<file path="config.mk">
export PLATFORM = sky130hd
export DESIGN_NAME = mips_mem_loader
export DESIGN_NICKNAME = d
export VERILOG_FILES = /design/src/rtl/mips_pkg.sv /design/src/rtl/mips_loader_packer.sv /design/src/rtl/mips_mem_loader.sv
export SDC_FILE = /design/constraint.sdc
export NUM_CORES = 1
export LEC_CHECK = 0
export CORE_MARGIN = 4
export CORE_UTILIZATION = 50
export CTS_CLUSTER_DIAMETER = 30
export DETAILED_ROUTE_END_ITERATION = 12
export PLACE_DENSITY = 0.73
export SYNTH_ARGS = -nofsm -noshare
export SYNTH_HDL_FRONTEND = slang
export SYNTH_HIERARCHICAL = 1
export SYNTH_SLANG_ARGS = --single-unit
</file>
<file path="constraint.sdc">
create_clock -name clk -period 3.4 [get_ports clk]
set_input_delay 0.68 -clock clk [delete_from_list [all_inputs] [get_ports clk]]
set_output_delay 0.68 -clock clk [all_outputs]
set_load 0.1 [all_outputs]
</file>
<file path="src/rtl/mips_pkg.sv">
// Shared MIPS definitions: loader state encodings and boot-frame geometry.
package mips_pkg;
  localparam logic [2:0] LD_HDR_HI = 3'd0;
  localparam logic [2:0] LD_HDR_LO = 3'd1;
  localparam logic [2:0] LD_DATA   = 3'd2;
  localparam logic [2:0] LD_CSUM   = 3'd3;
  localparam logic [2:0] LD_DONE   = 3'd4;
  localparam logic [2:0] LD_ERR    = 3'd5;

  localparam int LOADER_HDR_BYTES  = 2;
  localparam int LOADER_WORD_BYTES = 4;
endpackage

</file>
<file path="src/rtl/mips_loader_packer.sv">
// Big-endian byte-to-word packer: word_done_o flags the 4th byte combinationally,
// word_o is the assembled word in that same cycle; stalls cleanly when en_i is low.
module mips_loader_packer
  import mips_pkg::*;
(
  input  logic        clk,
  input  logic        res,
  input  logic        en_i,
  input  logic [7:0]  byte_i,
  output logic [31:0] word_o,
  output logic        word_done_o
);
  localparam logic [1:0] LAST_IDX = 2'(LOADER_WORD_BYTES - 1);

  logic [1:0]  idx_q;
  logic [23:0] shift_q;

  assign word_done_o = en_i && (idx_q == LAST_IDX);
  assign word_o      = {shift_q, byte_i};

  always_ff @(posedge clk) begin
    if (res) begin
      idx_q   <= '0;
      shift_q <= '0;
    end else if (en_i) begin
      idx_q   <= idx_q + 2'd1;
      shift_q <= {shift_q[15:0], byte_i};
    end
  end
endmodule

</file>
<file path="src/rtl/mips_mem_loader.sv">
// Boot loader: framed byte stream -> sequential word writes (1 cycle after 4th byte), core held in reset
// until done; in_ready drops only in DONE/ERR. Optional trailing checksum byte via LOADER_CHECKSUM_EN.
module mips_mem_loader
  import mips_pkg::*;
#(
  parameter int ADDR_W    = 8,
  parameter int BASE_ADDR = 0
) (
  input  logic              clk,
  input  logic              res,
  input  logic              in_valid,
  input  logic [7:0]        in_data,
  output logic              in_ready,
  output logic              mem_we,
  output logic [ADDR_W-1:0] mem_addr,
  output logic [31:0]       mem_wdata,
  output logic              cpu_res,
  output logic              done,
  output logic              err
);
  localparam logic [32:0] CAP = (33'd1 << ADDR_W) - 33'(BASE_ADDR);
`ifdef LOADER_CHECKSUM_EN
  localparam logic [2:0] AFTER_DATA = LD_CSUM;
`else
  localparam logic [2:0] AFTER_DATA = LD_DONE;
`endif

  logic [2:0]        state_q, state_d;
  logic [15:0]       n_q, n_d;
  logic [15:0]       widx_q, widx_d;
  logic              mem_we_q, mem_we_d;
  logic [ADDR_W-1:0] addr_q, addr_d;
  logic [31:0]       wdata_q, wdata_d;
  logic              done_q;
  logic              hs, pk_en, pk_done;
  logic [31:0]       pk_word;
  logic [15:0]       n_full;

  assign in_ready = (state_q == LD_HDR_HI) || (state_q == LD_HDR_LO) ||
                    (state_q == LD_DATA)   || (state_q == LD_CSUM);
  assign hs       = in_valid && in_ready;
  assign pk_en    = hs && (state_q == LD_DATA);
  assign n_full   = {n_q[15:8], in_data};

  mips_loader_packer u_packer (
    .clk         (clk),
    .res         (res),
    .en_i        (pk_en),
    .byte_i      (in_data),
    .word_o      (pk_word),
    .word_done_o (pk_done)
  );

`ifdef LOADER_CHECKSUM_EN
  logic [7:0] sum_q;
  always_ff @(posedge clk) begin
    if (res)     sum_q <= '0;
    else if (hs) sum_q <= sum_q + in_data;
  end
`endif

  always_comb begin
    state_d  = state_q;
    n_d      = n_q;
    widx_d   = widx_q;
    mem_we_d = 1'b0;
    addr_d   = addr_q;
    wdata_d  = wdata_q;
    case (state_q)
      LD_HDR_HI: if (hs) begin
        n_d     = {in_data, 8'h00};
        state_d = LD_HDR_LO;
      end
      LD_HDR_LO: if (hs) begin
        n_d = n_full;
        if (33'(n_full) > CAP)   state_d = LD_ERR;
        else if (n_full == 16'd0) state_d = AFTER_DATA;
        else                      state_d = LD_DATA;
      end
      LD_DATA: if (pk_done) begin
        mem_we_d = 1'b1;
        addr_d   = ADDR_W'(BASE_ADDR) + ADDR_W'(widx_q);
        wdata_d  = pk_word;
        widx_d   = widx_q + 16'd1;
        if (widx_q == n_q - 16'd1) state_d = AFTER_DATA;
      end
`ifdef LOADER_CHECKSUM_EN
      LD_CSUM: if (hs) begin
        state_d = (8'(sum_q + in_data) == 8'h00) ? LD_DONE : LD_ERR;
      end
`endif
      default: ;
    endcase
  end

  // done trails entry to DONE by one edge so the final write retires before the core starts.
  always_ff @(posedge clk) begin
    if (res) begin
      state_q  <= LD_HDR_HI;
      n_q      <= '0;
      widx_q   <= '0;
      mem_we_q <= 1'b0;
      addr_q   <= '0;
      wdata_q  <= '0;
      done_q   <= 1'b0;
    end else begin
      state_q  <= state_d;
      n_q      <= n_d;
      widx_q   <= widx_d;
      mem_we_q <= mem_we_d;
      addr_q   <= addr_d;
      wdata_q  <= wdata_d;
      done_q   <= done_q || (state_q == LD_DONE);
    end
  end

  assign mem_we    = mem_we_q;
  assign mem_addr  = addr_q;
  assign mem_wdata = wdata_q;
  assign done      = done_q;
  assign cpu_res   = !done_q;
  assign err       = (state_q == LD_ERR);
endmodule

</file>
## Word level (Yosys, flattened, before mapping)

Index checks and enable logic that the tools add are counted.

| storage, ports and cells | value |
|---|---|
| bits in latches | 0 |
| memories | 0 |
| input bits | 11 |
| output and inout port bits | 45 |
| bits in writable memories | 0 |
| bits in read-only memories | 0 |
| register bits after elaboration | 103 |

| cells by class | value |
|---|---|
| magnitude comparators | 1 |
| add/subtract/negate cells | 3 |
| equal/unequal tests | 11 |
| shift operators | 0 |
| multiplexer cells | 11 |
| div/mod/pow operators | 0 |
| multipliers | 0 |
| reductions and logical operators | 17 |
| bitwise gates (word level) | 2 |

Operators by type and width:

| cell | count |
|---|---|
| $pmux W16 S2 | 1 |
| $mux W3 | 6 |
| $add A16 B1 Y16 const B | 1 |
| $eq A16 B16 Y1 | 1 |
| $gt A16 B9 Y1 const B | 1 |
| $logic_not A16 Y1 | 1 |
| $mux W16 | 1 |
| $sub A16 B1 Y16 const B | 1 |
| $pmux W3 S3 | 1 |
| $mux W8 | 1 |
| $eq A3 B2 Y1 const B | 2 |
| $eq A3 B3 Y1 const B | 2 |
| $ne A2 B2 Y1 const B | 3 |
| $reduce_and A3 Y1 | 2 |
| $reduce_and A5 Y1 | 1 |
| $logic_or A1 B1 Y1 | 4 |
| $eq A3 B1 Y1 const B | 1 |
| $logic_and A1 B1 Y1 | 3 |
| $logic_not A3 Y1 | 1 |
| $reduce_bool A3 Y1 | 1 |
| $add A2 B1 Y2 const B | 1 |
| $eq A2 B2 Y1 const B | 1 |
| $ne A2 B1 Y1 const B | 1 |
| $not A1 Y1 | 2 |
| 5 further kinds | 5 |

## Longest topological paths before layout

Gate-level depths: netlist (run 1).

| logic depth | value |
|---|---|
| word-level depth | 9 |
| depth in mapped cells | 12 |
| depth with buffers taken out | 8 |

## Cells and area by module

Netlist (run 1), hierarchy kept.

Modules (own cells, without submodules):

| module | area an instance (µm²) | instances | cells an instance | seq. area each (µm²) |
|---|---|---|---|---|
| mips_mem_loader | 3504.6 | 1 | 438 | 1541.5 |
| mips_loader_packer | 1023.5 | 1 | 94 | 520.5 |

## Least setup slack after synthesis (run 1)

Ideal clock, no wire load.

| path | value |
|---|---|
| path kind | input to register |
| start | input in_valid |
| end | register state_q[1] |
| library setup time | 0.129 ns |
| path slack | 0.444 ns |
| arrival | 2.827 ns |
| required time | 3.271 ns |
| stages on the path | 11 |
| path through | nor4bb_1 > buf_6 > buf_12 > and2_1 > nand4bb_1 > clkbuf_1 > nor3_1 > nand3_1 > or4_4 > a2111oi_4 > o21ai_0 |

| between the ends | value |
|---|---|
| cells in the longest elaborated chain, start to end | 5 |
| elaborated cells between the ends (all ways) | 7 |
| classes of those cells | eq/ne: 3; reduce/logical: 4 |

RTL lines:

| element | RTL line | text |
|---|---|---|
| start: declaration | mips_mem_loader.sv:11 | `input logic in_valid,` |
| $logic_and A1 B1 Y1 | mips_mem_loader.sv:41 | `assign hs = in_valid && in_ready;` |
| $logic_and A1 B1 Y1 | mips_mem_loader.sv:42 | `assign pk_en = hs && (state_q == LD_DATA);` |
| $logic_and A1 B1 Y1 | mips_loader_packer.sv:18 | `assign word_done_o = en_i && (idx_q == LAST_IDX);` |
| net pk_done | mips_mem_loader.sv:35 | `logic hs, pk_en, pk_done;` |
| $ne A2 B2 Y1 (no line) | -- |  |
| $reduce_and A5 Y1 (no line) | -- |  |
| end signal: assignment | mips_mem_loader.sv:107 | `state_q <= state_d;` |
| end: declaration | mips_mem_loader.sv:28 | `logic [2:0] state_q, state_d;` |

The timed path passes the listed nets, and every way through them passes these cells.
A chain may end at the register's enable or synchronous reset.

## Worst setup path after layout (run 1)

| path | value |
|---|---|
| start | register n_q[0] |
| end | register state_q[1] |

| between the ends | value |
|---|---|
| cells in the longest elaborated chain, start to end | 4 |

RTL lines:

| element | RTL line | text |
|---|---|---|
| start: declaration | mips_mem_loader.sv:29 | `logic [15:0] n_q, n_d;` |
| start signal: assignment | mips_mem_loader.sv:108 | `n_q <= n_d;` |
| $sub A16 B1 Y16 | mips_mem_loader.sv:85 | `if (widx_q == n_q - 16'd1) state_d = AFTER_DATA;` |
| $eq A16 B16 Y1 | mips_mem_loader.sv:85 |  |
| $ne A2 B1 Y1 (no line) | -- |  |
| $reduce_and A5 Y1 (no line) | -- |  |

No other way between the ends.

==> metrics, run 1 <==
sequential fraction of the synthesis area=0.455; Final Non-Filler Cells=~670; Clock Pin Slew Worst Setup and Hold Paths=roughly 100 ps; initial antenna violation count=0; Max Slew Vio Count=0; fillers=between 700 and 800; layout cells sized above 1=0.105; number of global-route vias before repair=approximately 3500; Distinct cells, synth=between 50 and 60; area leader, netlist=dfxtp_1; Fin Setup TNS=0 ps; WHS=between 400 and 500 ps; nets=571; max_cap viols=0; Detailed Route WL=just under 10000 um; Final ANT Viol Nets=0; port bufs=55; Setup-failing EPs final=0; Initial DRC Count=between 150 and 200; final hold vios=0; die area=about 11000 um2; Mapped Cells=about 530; Wirelength per Cell=14.7 um; Avg Vias per Cell=5.42; Worst Slack Setup Final=between 400 and 500 ps; worst path arrival time=3150 ps; highest fanout seen on the critical path=8; worst slew margin relative to its limit=0.350; Synth async-reset ratio=0; leak pwr=roughly 1.8 nW; dpl ws=around 170 ps; Post-Syn Nets=546; routed wl met3=about 370 um; Ant. Diodes=0; die span in x=103 um; worst r2r path cells=8; actual slew at the worst max-slew pin=slightly below 1000 ps; status=finished clean; HPWL after DPL=between 6000 and 7000 um; Placed Cells=~650; CTS buffer count=9; Pwr Total=approximately 2.3 mW; Post-Route M1 WL=about 4400 um; Ys Warns=6; DRC Markers=0; WL met2=4920 um; Layout Skew=roughly 10 ps; fin util=0.588; Root Buffer=clkbuf_8; Clock Tree Buf Depth=2; RSZ-0062 raised after global routing=no; Mapped Avg Cell Area=between 8 and 9 um2; Initial Util=0.517; top layer in use=met4; via count of the routed design=roughly 3600; Overflow after GRT=0; H-Tree Depth=3; largest net degree at the start of global routing=53; Die Y=~100 um; Yosys top cell area share=0.455; I/O Pins=56; first-pass GRT wire length=roughly 16000 um; router iterations before antenna repair=4; CP Launch Type=flip-flop; GPL Wtd Cong=between 0.8 and 0.9; Max IR drop VDD=roughly 300 uV; Area growth syn-to-layout=13.9%; leading post-synthesis cells by cell area=dfxtp_1, nand2_1, a21oi_1; Worst Hold Depth=2; fmax=0.343 GHz; cts hold-fix bufs=0; clk sinks=103; # resized after CTS=0; Worst-Skew Late Latency=360 ps; Crit Path Class=flip-flop to flip-flop; Placeable Area=approximately 9000 um2; number of flops mapped to enable cells by yosys=0; GRT Util Overall=0.192; top_reg_cell synth=dfxtp_1; final instance area=a little over 5000 um2; Yosys reg bits=a little over 100; min Tclk post-route=~2900 ps; TritonCTS clock tree=done; Worst Path Required=about 3600 ps; setup bufs post-CTS=0; Row Count=34; DP Area=4960 um2; Syn Std Cell Area=approximately 4500 um2; Hold Path Class=flip-flop to flip-flop; period utilization=0.857; Worst setup EP type=flip-flop; pwr/cell area=about 450 nW/um2
-- Yosys cell counts (2+ instances only) --
cell,number
and3_1,5
nand4_1,9
o21ai_0,4
or3_1,3
or4_1,3
buf_2,3
dfxtp_1,103
xor2_1,17
nor2_1,51
nand2b_1,4
a211o_1,2
buf_1,4
ha_1,3
buf_12,2
nor4_1,4
nand3_1,15
inv_1,5
nor3b_1,2
nor3_1,4
clkbuf_2,2
buf_4,11
clkbuf_1,23
nor4bb_1,2
nand3b_1,3
nand2_1,113
mux2i_1,27
buf_6,2
or4_4,2
and2_1,2
xnor2_1,20
a21oi_1,62
-- power by group --
group,internal [mW],switching [mW]
clock network,0.345,0.413
registers,1.23,0.0355
logic,0.125,0.188
-- per-layer routing --
| metal | up-vias | GRT usage |
|---|---|---|
| met2 | 68 | 0.320 |
| met5 | - | 0 |
| li1 | 1821 | - |
| met1 | 1721 | 0.247 |
| met3 | 13 | 0.0453 |
| met4 | 0 | 0.0558 |
-- cell usage in the layout (no fill, tap or decap), types with 4 or more instances in the layout --
cell             instances
nand3_1                 15
a21oi_1                 62
xor2_1                  17
dfxtp_1                103
nand2_1                113
buf_4                   31
nand2b_1                 4
nor3_1                   4
inv_1                    5
mux2i_1                 27
nor2_1                  51
and3_1                   5
clkbuf_8                 9
nor4_1                   4
xnor2_1                 20
o21ai_0                  4
clkdlybuf4s50_1         29
nand4_1                  9
-- final timing paths --
path	slack (ps)	to	start
setup / recovery	490	state_q[1]$_SDFFE_PP0P_	n_q[0]$_SDFFE_PP0P_
hold / removal	460	mem_addr[3]$_SDFFE_PP0P_	mem_addr[3]$_SDFFE_PP0P_
setup reg to reg	490	state_q[1]$_SDFFE_PP0P_	n_q[0]$_SDFFE_PP0P_
hold reg to reg	460	mem_addr[3]$_SDFFE_PP0P_	mem_addr[3]$_SDFFE_PP0P_
-- critical path, cell delays in order, from the launching register on --
cell       delay [ps]
dfxtp_1           390
inv_1              90
ha_1              230
nor4b_2           650
nand4_1           200
xnor2_1           190
or4_4             550
a2111oi_4         360
o21ai_0           140
-- registers in the layout, indices dropped and copies added, names as in the netlist --
signal	count
mem_wdata	32
mem_we	1
u_packer/idx_q	2
mem_addr	8
u_packer/shift_q	24
state_q	3
n_q	16
widx_q	16
done	1
-- area by class of cell --
cell class                 count  area, um2  share of cell area
sequential                   103       2060               0.400
multi-input combinational    376       2200               0.427
clock buffer                  10        128              0.0248
timing repair buffer          62        548               0.106
inverter                       5       18.8             0.00364
tap                          108        135              0.0262
clock inverter                 5       63.8              0.0124
-- logic make-up (layout without fill, tap and decap cells) --
| kind of cell | after synthesis | in the layout | synth area share |
|---|---|---|---|
| DFF | 103 | 103 | 0.455 |
| xor gates and xnor gates | 37 | 37 | 0.0716 |
| buffers and inverters | 53 | 82 | 0.0663 |
| muxes | 28 | 28 | 0.0622 |
| and+or+nand+nor | 230 | 230 | 0.237 |
| AOI/OAI and AO/OA | 78 | 78 | 0.0995 |
| adders and majority gates | 3 | 3 | 0.00829 |
(Power assumes the default switching activity.)
==> run 2, diff against run 1 <==
Settings changed: CORE_MARGIN 4 to unset, TNS_END_PERCENT set to 50.
==> run 2 against run 1 <==
Effect of this change: sequential power is essentially flat; clock skew grew 3.0 ps; largest power group unchanged; sequential cell count is the same; highest routed layer unchanged; clock power grew 3.6%; final cell count grew 0.15%; critical endpoint unchanged; first-iteration DRC count shrank 21%; clock-buffer cell count shrank 1.
==> metrics, run 2 (synthesis results as in run 1) <==
status=finished clean; via count of the routed design=3632 (+0.25%); # resized after CTS=0 (unchanged); Final ANT Viol Nets=0 (unchanged); final hold vios=0 (unchanged); Critical R2R Capture=state_q[1]$_SDFFE_PP0P_; Area growth syn-to-layout=14.5%; CP Launch Type=flip-flop; period utilization=0.853 (-0.00396); Critical Path Sink=state_q[1]$_SDFFE_PP0P_; Max IR drop VDD=265 uV (-12%); largest net degree at the start of global routing=46 (-13%); port bufs=55 (unchanged); Max Slew Vio Count=0 (unchanged); worst slew margin relative to its limit=0.346 (-0.00363); family with the most delay on the worst path=simple AND/OR/NAND/NOR gates; setup bufs post-CTS=0 (unchanged); I/O Pins=56 (unchanged); Layout Skew=13.3 ps (+3.00 ps); die span in x=97.2 um (-5.8%); flop2flop setup slack=500 ps (about the same); nets=571 (unchanged); HPWL after DPL=6720 um (-2.4%); CP Buf/Inv Count=1 (unchanged); Overflow after GRT=0 (unchanged); pwr/cell area=455 nW/um2 (+0.56%); clk sinks=103 (unchanged); router iterations before antenna repair=6 (+2); min Tclk post-route=2900 ps (-13.5 ps); cts hold-fix bufs=0 (unchanged); Clock Pin Slew Worst Setup and Hold Paths=110 ps (about the same); origin of the critical flop-to-flop path=n_q[0]$_SDFFE_PP0P_; Fin Setup TNS=0 ps (unchanged); most frequent cells in the layout=nand2_1, dfxtp_1, a21oi_1; Die Y=97.2 um (-5.8%); Wirelength per Cell=14.5 um (-1.7%); die area=9440 um2 (-11%); CP cell instances=inv_1 -> ha_1 -> nor4b_2 -> nand4_1 -> xnor2_1 -> or4_4 -> a2111oi_4 -> o21ai_0; Setup-failing EPs final=0 (unchanged); Avg Vias per Cell=5.42 (about the same); Clock Tree Buf Depth=2 (unchanged); worst r2r path cells=8 (unchanged); worst path arrival time=3150 ps (about the same); Initial DRC Count=149 (-21%); layout cells sized above 1=0.0907 (-0.0144); Ant. Diodes=0 (unchanged); leak pwr=1.74 nW (-1.0%); GRT Util Overall=0.209 (+0.0169); max_cap viols=0 (unchanged); highest fanout seen on the critical path=8 (unchanged); number of global-route vias before repair=3371 (-3.3%); H-Tree Depth=3 (unchanged); Row Count=34 (unchanged); Detailed Route WL=9700 um (-1.6%); initial antenna violation count=0 (unchanged); fmax=0.345 GHz (+0.46%); CP peak stage delay=640 ps (about the same); Root Buffer=clkbuf_8; CTS buffer count=9 (unchanged); Crit Path Class=flip-flop to flip-flop; Hold Path Class=flip-flop to flip-flop; Worst Path Required=3650 ps (about the same); Placeable Area=8760 um2 (unchanged); RSZ-0062 raised after global routing=no; slowest stage cell, crit path=nor4b_2; TritonCTS clock tree=done; Worst-Skew Late Latency=380 ps (+20 ps); Initial Util=0.517 (unchanged); fin util=0.592 (+0.00343); Worst Setup SP=n_q[0]$_SDFFE_PP0P_; actual slew at the worst max-slew pin=977 ps (+5.42 ps); Crit. path cell count=8 (unchanged); first-pass GRT wire length=16200 um (-0.59%); max reg flops=32 (unchanged); GPL Wtd Cong=0.867 (+6.1%); commonest non-fill, non-tap cell in the layout=nand2_1; Worst setup EP type=flip-flop; DRC Markers=0 (unchanged)
==> run 2: changes by cell type in the layout (fill, tap and decap cells not counted), sizes merged <==
cell	change
buf	-10
clkdlybuf4s50	+10
clkinv	+2
bufinv	-1
clkbuf	-1
inv	+1
==> run 2: per-stage QoR <==
step | hold WS, ps | instance area (um2) | setup WS (ps) | power, mW | cells
floorplan | 431 | 4530 | 444 | 1.53 | 532
global placement | 444 | 4980 | 290 | 1.59 | 654
detailed placement | 445 | 4980 | 210 | 1.60 | 654
CTS | 463 | 5190 | 511 | 2.37 | 670
global route | 484 | 5190 | 293 | 2.45 | 670
finish | 460 | 5190 | 501 | 2.36 | 670
==> run 2: worst min path at each step <==
stage               cells after the start                               from                         end  slack, ps
floorplan                               2  u_packer/shift_q[16]$_SDFFE_PP0P_  mem_wdata[24]$_SDFFE_PP0P_        430
global placement                        2  u_packer/shift_q[22]$_SDFFE_PP0P_  mem_wdata[30]$_SDFFE_PP0P_        440
detailed placement                      2  u_packer/shift_q[22]$_SDFFE_PP0P_  mem_wdata[30]$_SDFFE_PP0P_        450
CTS                                     2         mem_wdata[29]$_SDFFE_PP0P_  mem_wdata[29]$_SDFFE_PP0P_        460
global route                            2         mem_wdata[22]$_SDFFE_PP0P_  mem_wdata[22]$_SDFFE_PP0P_        480
finish                                  2         mem_wdata[28]$_SDFFE_PP0P_  mem_wdata[28]$_SDFFE_PP0P_        460
==> run 2: cell type report <==
| type | instances | area (um2) |
|---|---|---|
| clock inverter | 7 | 85.1 |
| clock buffer | 9 | 124 |
| inverter | 5 | 18.8 |
| multi-input combinational | 376 | 2200 |
| sequential | 103 | 2060 |
| fill | 806 | 3580 |
| tap | 108 | 135 |
| timing repair buffer | 62 | 561 |
==> run 2: tightest hold or removal path: stages, from the launching register on <==
cell and delay [ps]:
dfxtp_1 330, nand2_1 50, a21oi_1 50
==> run 2: where the power goes <==
part           switching (mW)  internal, mW
clock                   0.487         0.299
combinational           0.189         0.124
sequential             0.0355          1.23
==> run 2: metal layers <==
layer	vias to the layer above	track usage	part of all wire
met5	-	0	0
met4	0	0.0586	0.012
met3	17	0.0403	0.036
met2	66	0.354	0.49
met1	1722	0.269	0.46
li1	1827	-	-
